**src/rtl/hazard_pkg.sv**
```systemverilog
// rtl/hazard_pkg.sv - shared types, constants and sizing helper for hazard_unit_ext
package hazard_pkg;

    // RUN: normal issue; LOAD_WAIT: extra load-use bubbles still owed.
    typedef enum logic {
        RUN       = 1'b0,
        LOAD_WAIT = 1'b1
    } hz_state_e;

    // Register $zero never carries a real dependency.
    localparam int REG_ZERO = 0;

    // Width of the LOAD_WAIT down-counter; kept at least 1 bit so the
    // register stays legal when only a single bubble is configured.
    function automatic int wait_cnt_w(input int stalls);
        return (stalls > 1) ? $clog2(stalls) : 1;
    endfunction

endpackage

```
**src/rtl/hazard_unit_ext_if.sv**
```systemverilog
// rtl/hazard_unit_ext_if.sv - pipeline <-> hazard unit signal bundle
// master: pipeline side (drives IF/ID, ID/EX and mult/div status, receives controls)
// slave : hazard unit side (receives status, drives hold/bubble/flush/branch controls)
interface hazard_unit_ext_if #(
    parameter int REG_ADDR_W = 5,
    parameter int DATA_W     = 32,
    parameter int CNT_W      = 16
);
    logic [REG_ADDR_W-1:0] rs_if_id;
    logic [REG_ADDR_W-1:0] rt_if_id;
    logic                  uses_rs_if_id;
    logic                  uses_rt_if_id;
    logic [REG_ADDR_W-1:0] rt_id_ex;
    logic                  mem_read_id_ex;
    logic                  beq_id_ex;
    logic                  bne_id_ex;
    logic                  cmp_equal;
    logic [DATA_W-1:0]     offset_id_ex;
    logic                  is_jump;
    logic                  md_start;
    logic                  md_done;
    logic                  md_use_if_id;
    logic                  hold_pc;
    logic                  hold_if_id;
    logic                  bubble_id_ex;
    logic                  flush_if_id;
    logic                  take_branch;
    logic [DATA_W-1:0]     pc_offset;
    logic [CNT_W-1:0]      stall_cnt;

    modport master (
        output rs_if_id, rt_if_id, uses_rs_if_id, uses_rt_if_id, rt_id_ex,
               mem_read_id_ex, beq_id_ex, bne_id_ex, cmp_equal, offset_id_ex,
               is_jump, md_start, md_done, md_use_if_id,
        input  hold_pc, hold_if_id, bubble_id_ex, flush_if_id, take_branch,
               pc_offset, stall_cnt
    );

    modport slave (
        input  rs_if_id, rt_if_id, uses_rs_if_id, uses_rt_if_id, rt_id_ex,
               mem_read_id_ex, beq_id_ex, bne_id_ex, cmp_equal, offset_id_ex,
               is_jump, md_start, md_done, md_use_if_id,
        output hold_pc, hold_if_id, bubble_id_ex, flush_if_id, take_branch,
               pc_offset, stall_cnt
    );
endinterface

```
**src/rtl/sat_counter.sv**
```systemverilog
// rtl/sat_counter.sv - W-bit up-counter that sticks at all-ones
// ports: clk, rst (sync active-low), inc (count enable), count (current value)
module sat_counter #(
    parameter int W = 16
) (
    input  logic         clk,
    input  logic         rst,
    input  logic         inc,
    output logic [W-1:0] count
);
    always_ff @(posedge clk) begin
        if (!rst) begin
            count <= '0;
        end else if (inc && (count != {W{1'b1}})) begin
            count <= count + 1'b1;
        end
    end
endmodule

```
**src/rtl/hazard_unit_ext.sv**
```systemverilog
// rtl/hazard_unit_ext.sv - load-use / branch / jump / mult-div hazard control beside ID
// ports: clk, rst (sync active-low), hif (slave side of hazard_unit_ext_if):
//   in : IF/ID operands and use flags, ID/EX load/branch info, jump, mult/div status
//   out: hold_pc, hold_if_id, bubble_id_ex, flush_if_id, take_branch (combinational),
//        pc_offset (registered), stall_cnt (saturating stall-cycle count)
module hazard_unit_ext
    import hazard_pkg::*;
#(
    parameter int REG_ADDR_W      = 5,
    parameter int DATA_W          = 32,
    parameter int LOAD_USE_STALLS = 1,
    parameter int CNT_W           = 16
) (
    input  logic              clk,
    input  logic              rst,
    hazard_unit_ext_if.slave  hif
);
    localparam int WW = wait_cnt_w(LOAD_USE_STALLS);
    localparam logic [WW-1:0] WAIT_INIT = WW'(LOAD_USE_STALLS - 2);

    hz_state_e      state, state_nxt;
    logic [WW-1:0]  wait_cnt, wait_nxt;
    logic           md_busy;
    logic           br_taken, lu_hit, md_hit;

    assign br_taken = (hif.beq_id_ex & hif.cmp_equal) | (hif.bne_id_ex & ~hif.cmp_equal);
    assign lu_hit   = hif.mem_read_id_ex
                    & (hif.rt_id_ex != REG_ADDR_W'(REG_ZERO))
                    & ((hif.uses_rs_if_id & (hif.rs_if_id == hif.rt_id_ex))
                     | (hif.uses_rt_if_id & (hif.rt_if_id == hif.rt_id_ex)));
    // A result arriving this cycle satisfies the HI/LO reader without a stall.
    assign md_hit   = md_busy & ~hif.md_done & hif.md_use_if_id;

    always_ff @(posedge clk) begin
        if (!rst) begin
            state    <= RUN;
            wait_cnt <= '0;
        end else begin
            state    <= state_nxt;
            wait_cnt <= wait_nxt;
        end
    end

    always_comb begin
        state_nxt        = state;
        wait_nxt         = wait_cnt;
        hif.hold_pc      = 1'b0;
        hif.hold_if_id   = 1'b0;
        hif.bubble_id_ex = 1'b0;
        hif.flush_if_id  = 1'b0;
        hif.take_branch  = 1'b0;
        if (rst) begin
            unique case (state)
                RUN: begin
                    if (br_taken) begin
                        // IF/ID holds a wrong-path instruction, so its hazards are moot.
                        hif.take_branch  = 1'b1;
                        hif.flush_if_id  = 1'b1;
                        hif.bubble_id_ex = 1'b1;
                    end else if (lu_hit) begin
                        hif.hold_pc      = 1'b1;
                        hif.hold_if_id   = 1'b1;
                        hif.bubble_id_ex = 1'b1;
                        if (LOAD_USE_STALLS > 1) begin
                            state_nxt = LOAD_WAIT;
                            wait_nxt  = WAIT_INIT;
                        end
                    end else if (md_hit) begin
                        hif.hold_pc      = 1'b1;
                        hif.hold_if_id   = 1'b1;
                        hif.bubble_id_ex = 1'b1;
                    end else if (hif.is_jump) begin
                        // Only flushed once the jump is no longer being held.
                        hif.flush_if_id = 1'b1;
                    end
                end
                LOAD_WAIT: begin
                    hif.hold_pc      = 1'b1;
                    hif.hold_if_id   = 1'b1;
                    hif.bubble_id_ex = 1'b1;
                    if (wait_cnt == '0) begin
                        state_nxt = RUN;
                    end else begin
                        wait_nxt = wait_cnt - 1'b1;
                    end
                end
                default: state_nxt = RUN;
            endcase
        end
    end

    always_ff @(posedge clk) begin
        if (!rst) begin
            md_busy       <= 1'b0;
            hif.pc_offset <= '0;
        end else begin
            if (hif.md_done) begin
                md_busy <= 1'b0;
            end else if (hif.md_start && !br_taken) begin
                md_busy <= 1'b1;
            end
            if (hif.take_branch) begin
                hif.pc_offset <= hif.offset_id_ex;
            end
        end
    end

    sat_counter #(.W(CNT_W)) u_stall_cnt (
        .clk   (clk),
        .rst   (rst),
        .inc   (hif.hold_pc),
        .count (hif.stall_cnt)
    );
endmodule
```
**src/flat_wrapper.sv**
```systemverilog
// flat-port wrapper written by rule: the top's interface ports become plain ports
module hazard_unit_ext_flat import hazard_pkg::*;
#(
    parameter int REG_ADDR_W      = 5,
    parameter int DATA_W          = 32,
    parameter int LOAD_USE_STALLS = 1,
    parameter int CNT_W           = 16
)
  (clk, rst, hif_rs_if_id, hif_rt_if_id, hif_uses_rs_if_id, hif_uses_rt_if_id, hif_rt_id_ex, hif_mem_read_id_ex, hif_beq_id_ex, hif_bne_id_ex, hif_cmp_equal, hif_offset_id_ex, hif_is_jump, hif_md_start, hif_md_done, hif_md_use_if_id, hif_hold_pc, hif_hold_if_id, hif_bubble_id_ex, hif_flush_if_id, hif_take_branch, hif_pc_offset, hif_stall_cnt);
  hazard_unit_ext_if #(.REG_ADDR_W(REG_ADDR_W), .DATA_W(DATA_W), .CNT_W(CNT_W)) hif_i ();
  input  logic clk;
  input  logic rst;
  input wire logic [$bits(hif_i.rs_if_id)-1:0] hif_rs_if_id;
  input wire logic [$bits(hif_i.rt_if_id)-1:0] hif_rt_if_id;
  input wire logic [$bits(hif_i.uses_rs_if_id)-1:0] hif_uses_rs_if_id;
  input wire logic [$bits(hif_i.uses_rt_if_id)-1:0] hif_uses_rt_if_id;
  input wire logic [$bits(hif_i.rt_id_ex)-1:0] hif_rt_id_ex;
  input wire logic [$bits(hif_i.mem_read_id_ex)-1:0] hif_mem_read_id_ex;
  input wire logic [$bits(hif_i.beq_id_ex)-1:0] hif_beq_id_ex;
  input wire logic [$bits(hif_i.bne_id_ex)-1:0] hif_bne_id_ex;
  input wire logic [$bits(hif_i.cmp_equal)-1:0] hif_cmp_equal;
  input wire logic [$bits(hif_i.offset_id_ex)-1:0] hif_offset_id_ex;
  input wire logic [$bits(hif_i.is_jump)-1:0] hif_is_jump;
  input wire logic [$bits(hif_i.md_start)-1:0] hif_md_start;
  input wire logic [$bits(hif_i.md_done)-1:0] hif_md_done;
  input wire logic [$bits(hif_i.md_use_if_id)-1:0] hif_md_use_if_id;
  output wire logic [$bits(hif_i.hold_pc)-1:0] hif_hold_pc;
  output wire logic [$bits(hif_i.hold_if_id)-1:0] hif_hold_if_id;
  output wire logic [$bits(hif_i.bubble_id_ex)-1:0] hif_bubble_id_ex;
  output wire logic [$bits(hif_i.flush_if_id)-1:0] hif_flush_if_id;
  output wire logic [$bits(hif_i.take_branch)-1:0] hif_take_branch;
  output wire logic [$bits(hif_i.pc_offset)-1:0] hif_pc_offset;
  output wire logic [$bits(hif_i.stall_cnt)-1:0] hif_stall_cnt;
  assign hif_i.rs_if_id = hif_rs_if_id;
  assign hif_i.rt_if_id = hif_rt_if_id;
  assign hif_i.uses_rs_if_id = hif_uses_rs_if_id;
  assign hif_i.uses_rt_if_id = hif_uses_rt_if_id;
  assign hif_i.rt_id_ex = hif_rt_id_ex;
  assign hif_i.mem_read_id_ex = hif_mem_read_id_ex;
  assign hif_i.beq_id_ex = hif_beq_id_ex;
  assign hif_i.bne_id_ex = hif_bne_id_ex;
  assign hif_i.cmp_equal = hif_cmp_equal;
  assign hif_i.offset_id_ex = hif_offset_id_ex;
  assign hif_i.is_jump = hif_is_jump;
  assign hif_i.md_start = hif_md_start;
  assign hif_i.md_done = hif_md_done;
  assign hif_i.md_use_if_id = hif_md_use_if_id;
  assign hif_hold_pc = hif_i.hold_pc;
  assign hif_hold_if_id = hif_i.hold_if_id;
  assign hif_bubble_id_ex = hif_i.bubble_id_ex;
  assign hif_flush_if_id = hif_i.flush_if_id;
  assign hif_take_branch = hif_i.take_branch;
  assign hif_pc_offset = hif_i.pc_offset;
  assign hif_stall_cnt = hif_i.stall_cnt;
  hazard_unit_ext #(.REG_ADDR_W(REG_ADDR_W), .DATA_W(DATA_W), .LOAD_USE_STALLS(LOAD_USE_STALLS), .CNT_W(CNT_W)) u_core (.clk(clk), .rst(rst), .hif(hif_i));
endmodule
```
**config.mk**
```make
export PLATFORM = sky130hd
export DESIGN_NAME = hazard_unit_ext_flat
export DESIGN_NICKNAME = d
export VERILOG_FILES = /design/src/rtl/hazard_pkg.sv /design/src/rtl/hazard_unit_ext_if.sv /design/src/rtl/sat_counter.sv /design/src/rtl/hazard_unit_ext.sv /design/src/flat_wrapper.sv
export SDC_FILE = /design/constraint.sdc
export NUM_CORES = 1
export LEC_CHECK = 0
export CORE_UTILIZATION = 39
export DETAILED_ROUTE_END_ITERATION = 10
export GPL_TIMING_DRIVEN = 1
export PLACE_DENSITY = 0.89
export SYNTH_ARGS = -nofsm -noshare
export SYNTH_HDL_FRONTEND = slang
export SYNTH_SLANG_ARGS = --single-unit
```
**constraint.sdc**
```tcl
create_clock -name clk -period 4.65 [get_ports clk]
set_input_delay 1.395 -clock clk [delete_from_list [all_inputs] [get_ports clk]]
set_output_delay 1.395 -clock clk [all_outputs]
set_load 0.02 [all_outputs]
```
# Yosys cells after proc, flatten, opt, wreduce, memory -nomap -nowiden
# Index checks and enable logic that the tools add are counted.
[totals]
reg_bits = 51
in_bits = 59
out_inout_bits = 53
wordCells = 49
[classes]
n_addsub = 2
eq_ne = 3
muxes = 19
bitwise_logic = 14
reduce_logical = 6
[op_table]
columns = ["op", "count"]
rows = [
  ["1-bit two-way mux", 17],
  ["16-bit by 1-bit adder with 16-bit output, second input constant", 1],
  ["16-bit inequality test, second input constant", 1],
  ["5-bit == test", 2],
  ["1-bit AND", 8],
  ["5-bit nonzero test", 1],
  ["1-bit NOT", 4],
  ["1-bit case mux with 2 select lines", 2],
  ["1-bit logical AND", 2],
  ["1-bit bitwise OR", 2],
  ["2-bit AND reduction", 1],
  ["2-bit OR reduction", 1],
  ["1-bit logical NOT", 1],
  ["1-bit subtractor, second input constant", 1],
]

# Depth between registers and ports, before layout
[depth]
depth_word = 9
ltp_mapped = 8
depth_no_buf = 6

# Hierarchy
# A second synthesis with hierarchy kept.
[unflattened]
hier_cells = 269
area_unflattened_um2 = 2270.9
[by_module_without_submodules]
columns = ["mod", "n_inst", "cells_per_inst", "area_per_inst_um2", "seq_area_each_um2"]
rows = [
  ["hazard_unit_ext", 1, 172, 1433.9, 660.6],
  ["sat_counter", 1, 97, 837.1, 320.3],
]

# Worst setup path before layout
# Ideal clock, no wire load.
[synth_timing]
path_type = "input -> output"
start = "input hif_rt_id_ex[3]"
end = "output hif_hold_pc"
arrival_time_ps = 2961
t_required_ps = 3255
slack_ps = 294
stages = 8
n_path_buf = 3
cell_sequence = "xor2_1 nor4_2 a32oi_1 o21a_1 buf_6 buf_2 nor2_1 buf_4"
[synth_between]
elab_chain_len = 8
word_cells_on_any_way = 12
cone_classes = "eq/ne: 2; mux: 4; bitwise: 5; reduce/logical: 1"
[synth_rtl]
columns = ["element", "line_no", "rtl"]
rows = [
  ["start, declared", "flat_wrapper.sv:17", "input wire logic [$bits(hif_i.rt_id_ex)-1:0] hif_rt_id_ex;"],
  ["5-bit == test, on equally long branches", "hazard_unit_ext.sv:29, hazard_unit_ext.sv:30", ""],
  ["1-bit AND, on equally long branches", "hazard_unit_ext.sv:29, hazard_unit_ext.sv:30", ""],
  ["1-bit bitwise OR", "hazard_unit_ext.sv:30", "| (hif.uses_rt_if_id & (hif.rt_if_id == hif.rt_id_ex)));"],
  ["1-bit AND *", "hazard_unit_ext.sv:29", "& ((hif.uses_rs_if_id & (hif.rs_if_id == hif.rt_id_ex))"],
  ["1-bit two-way mux * (2 in a row)", "n/a", ""],
  ["1-bit case mux with 2 select lines *", "n/a", ""],
  ["1-bit two-way mux *", "n/a", ""],
  ["end, declared", "flat_wrapper.sv:27", "output wire logic [$bits(hif_i.hold_pc)-1:0] hif_hold_pc;"],
]
# Mark *: on every way between the ends. The rest lies on a longest branch, timed or not.

# Worst setup path after layout
[layout_timing]
start = "input hif_rt_id_ex[4]"
end = "output hif_flush_if_id"
[layout_between]
elab_chain_len = 8
word_cells_on_any_way = 12
cone_classes = "eq/ne: 2; mux: 4; bitwise: 5; reduce/logical: 1"
[layout_rtl]
columns = ["element", "line_no", "rtl"]
rows = [
  ["5-bit == test, on equally long branches", "hazard_unit_ext.sv:29, hazard_unit_ext.sv:30", ""],
  ["1-bit AND, on equally long branches", "hazard_unit_ext.sv:29, hazard_unit_ext.sv:30", ""],
  ["1-bit bitwise OR", "hazard_unit_ext.sv:30", ""],
  ["1-bit AND *", "hazard_unit_ext.sv:29", ""],
  ["1-bit two-way mux *", "hazard_unit_ext.sv:60", "end else if (lu_hit) begin"],
  ["1-bit two-way mux *", "hazard_unit_ext.sv:55", "if (br_taken) begin"],
  ["1-bit two-way mux *", "hazard_unit_ext.sv:53", "unique case (state)"],
  ["1-bit two-way mux *", "hazard_unit_ext.sv:52", "if (rst) begin"],
  ["end, declared", "flat_wrapper.sv:30", "output wire logic [$bits(hif_i.flush_if_id)-1:0] hif_flush_if_id;"],
]
# Marks and branches as above.

==> impl_metrics.toml <==
[setup_path]
worst-setup-path-type = "in -> out"
path_max_fanout = 4
arrival_time_at_the_worst_endpoint_ns = 3.13
critical-path-max-stage-delay_ns = 0.48
critPathCaptureType = "output port"
timing.critical_path.slowest_stage_cell = "sky130_fd_sc_hd__clkdlybuf4s50_1"
worstSetupStartpointType = "input pin"
path_cells = "clkdlybuf4s50_1 -> xor2_1 -> nor4_2 -> a32oi_1 -> o21a_2 -> a31o_2 -> buf_2"
worstPathRequired_ns = 3.25

[timing]
finalSetupTns_ns = 0
slew_headroom = 0.662
count_of_final_hold_check_violations = 0
final.period_utilization = 0.974
fin_ws_ns = 0.122
setup_violations = 0
clock-skew-final_ns = 0.00609
timing.final.crit_period_ns = 4.53
worst-slew-pin-transition_ns = 0.508
maxClockFrequency_mhz = 221
number_of_max_slew_violations_in_the_final_report = 0
rsz0062_at_grt = "false"

[final_layout]
layout.filler_cells = 404
antennaDiodeCount = 0
finalInstanceArea_sq_um = 3370
post_route_cells_drive_above_1_share = 0.0966
fin_nets = 381
area_growth_pct = 63.0
instances_no_fill = 391
finish.utilization = 0.659

[cts]
cts-buffers-inserted = 5
tritoncts = "done"
worstSkewPairLatency_ns = 0.29
cts-root-buf = "sky130_fd_sc_hd__clkbuf_8"
cts_max_path_buffers = 2
cts_num_sinks = 49
path_clk_slew_ns = 0.08
clock_tree.htree_level_count = 2

[drt]
avgViaCountPerCell = 5.25
drt_iter0_drc = 77
route.antenna.remaining_nets = 0
detail_route.first_pass.iterations = 4
routed_wl_mm = 5.70
routed_wire_length_per_instance_microns = 14.6
drc = 0
detailroute.via_count = 2054

[yosys]
yosys.cell_types.count = 39
synth_area_leader_cell = "sky130_fd_sc_hd__dfxtp_1"
synth_edf_count = 0
syn-num-nets = 266
synth_xor_xnor_area_share = 0.0424
synth_largest_type_area_fraction = 0.475
gate_count_of_the_mapped_netlist = 206
synthFlopType = "sky130_fd_sc_hd__dfxtp_1"
synth_adder_area_share = 0.00606
synth_simple_gate_area_share = 0.174
netlist_top_cells_area = "sky130_fd_sc_hd__dfxtp_1 47%, sky130_fd_sc_hd__a22o_1 14%, sky130_fd_sc_hd__xor2_1 3.4%, sky130_fd_sc_hd__or4_1 2.5%, sky130_fd_sc_hd__mux2i_1 2.4%"
synth.ff_latch_count = 49
yosys-mux-area-fraction = 0.0351
synth_warnings = 0
synth-compound-area-share = 0.225
synth_sequential_area_ratio = 0.475
syn_avg_cell_area_sq_um = 10.0
postSynth.asyncResetShare = 0
synth.cell_area_sq_um = 2070
synth_top_family_by_area = "compound AO/OA/AOI/OAI gates"

[floorplanning]
initial_core_util = 0.404
core_region_area_sq_um = 5110
design.die.area_sq_um = 5590
die_y_microns = 74.8
placement_rows = 26
chipWidth_microns = 74.8
io-pin-count = 112

[placement]
numPlacedInstances = 383
io_buffers = 111
gpl.final_weighted_congestion = 0.809
dpl-instance-area_sq_um = 3270
post-dp-hpwl_mm = 4.17
place_worst_setup_slack_ns = -0.406

[power]
power_density_cells_nw_per_um2 = 275
p_seq_frac = 0.487
total_switching_power_mw = 0.225
pwr-share-comb = 0.196
switch_share = 0.244
power.leakage_nw = 1.23
worst_ir_drop_vdd_mv = 0.180
cellInternalPower_mw = 0.700
pwr-share-clk = 0.317

[grt]
globalRouteOverflowTotal = 0
grt_pass1_vias = 1842
grt.total_usage = 0.206
grt_antenna_before_repair = 0
grt_pass1_wl_mm = 8.76
grt_start_max_net_pins = 34

[job]
drv_cap = 0

[min_path]
timing.hold.worst.class = "reg -> reg"

[run_status]
outcome = "completed"
## placed cells by master (no fill, tap or decap), drive strengths merged, types with 2 or more instances in the layout
cell type,instances
a22o,32
buf,14
dlygate4sd2,2
o21ai,5
nor3b,2
a21oi,8
nor4,5
xor2,8
and2,3
o211ai,2
nand2,13
o31ai,5
nor3,4
dfxtp,49
or4,7
o21a,2
nor2,5
clkbuf,6
nand3,7
mux2i,6
nand2b,5
inv,4
clkdlybuf4s50,104
nand4,4
xnor2,2
or3,5
## cells in the mapped netlist (7+ instances only)
cell                       instances
sky130_fd_sc_hd__a21oi_1           8
sky130_fd_sc_hd__a22o_1           32
sky130_fd_sc_hd__clkbuf_1          9
sky130_fd_sc_hd__dfxtp_1          49
sky130_fd_sc_hd__nand2_1          12
sky130_fd_sc_hd__nand3_1           7
sky130_fd_sc_hd__or4_1             7
sky130_fd_sc_hd__xor2_1            8
## stage by stage
step / total power [mW] / hold WS [ns]
CTS: 0.933 / 0.483
finish: 0.925 / 0.478
global route: 0.961 / 0.494
global placement: 0.639 / 0.456
floorplan: 0.532 / 0.478
detailed placement: 0.641 / 0.456
## worst max-delay path, delay by kind of cell
kind	cells	cell delay (ns)
AO/OA/AOI/OAI	3	0.65
buffers and inverters	2	0.64
AND/OR/NAND/NOR	1	0.25
XOR/XNOR	1	0.20
## path summary, 6_finish.rpt
path | to | cells past startpoint | slack, ns | start
max reg2reg | u_core.u_stall_cnt.count[14] | 6 | 2.53 | u_core.u_stall_cnt.count[0]
min reg2reg | u_core.hif.pc_offset[5] | 1 | 0.48 | u_core.hif.pc_offset[5]
max | hif_flush_if_id | 7 | 0.12 | hif_rt_id_ex[4]
min | u_core.hif.pc_offset[5] | 1 | 0.48 | u_core.hif.pc_offset[5]
## kinds of logic (layout without fill, tap and decap cells)
logic type               count (synthesis)  in the layout
multiplexers                             6              6
flip-flops                              49             49
AO/OA/AOI/OAI                           59             59
buffers and inverters                   18            133
AND/OR/NAND/NOR                         63             63
adder cells (fa/ha/maj)                  1              1
XOR/XNOR                                10             10
## layout make-up
class	instances	area [sq um]	area share
clock inverters	2	35.0	0.0104
flip-flops and latches	49	981	0.291
multi-input cells	139	1010	0.299
repair buffers	122	1170	0.349
inverters	4	15.0	0.00446
well taps	70	87.6	0.0260
clock buffers	5	68.8	0.0204
## flip-flops by register name (all words and copies together) (netlist names)
signal,flops
u_core.md_busy,1
u_core.hif.pc_offset,32
u_core.u_stall_cnt.count,16
## timing repair
| action | 4_1_cts | 5_1_grt |
|---|---|---|
| buffers inserted | 1 | 0 |
| gates resized for setup | 12 | 8 |
| setup endpoints to repair | 4 | 4 |
| hold buffers | 0 | 0 |
| pin swaps | 4 | 3 |
## power groups by stage
stage | Sequential (mW) | Combinational (mW) | Clock [mW]
finish | 0.450 | 0.181 | 0.293
global route | 0.453 | 0.194 | 0.314
CTS | 0.450 | 0.182 | 0.301
detailed placement | 0.459 | 0.183 | 0
global placement | 0.459 | 0.179 | 0
floorplan | 0.482 | 0.0499 | 0
## routing by layer
layer  wire, microns  global-route usage
met1            2310               0.252
met2            2600               0.331
met3             723              0.0910
met4              73              0.0587
met5               0                   0
(Power assumes the default switching activity.)
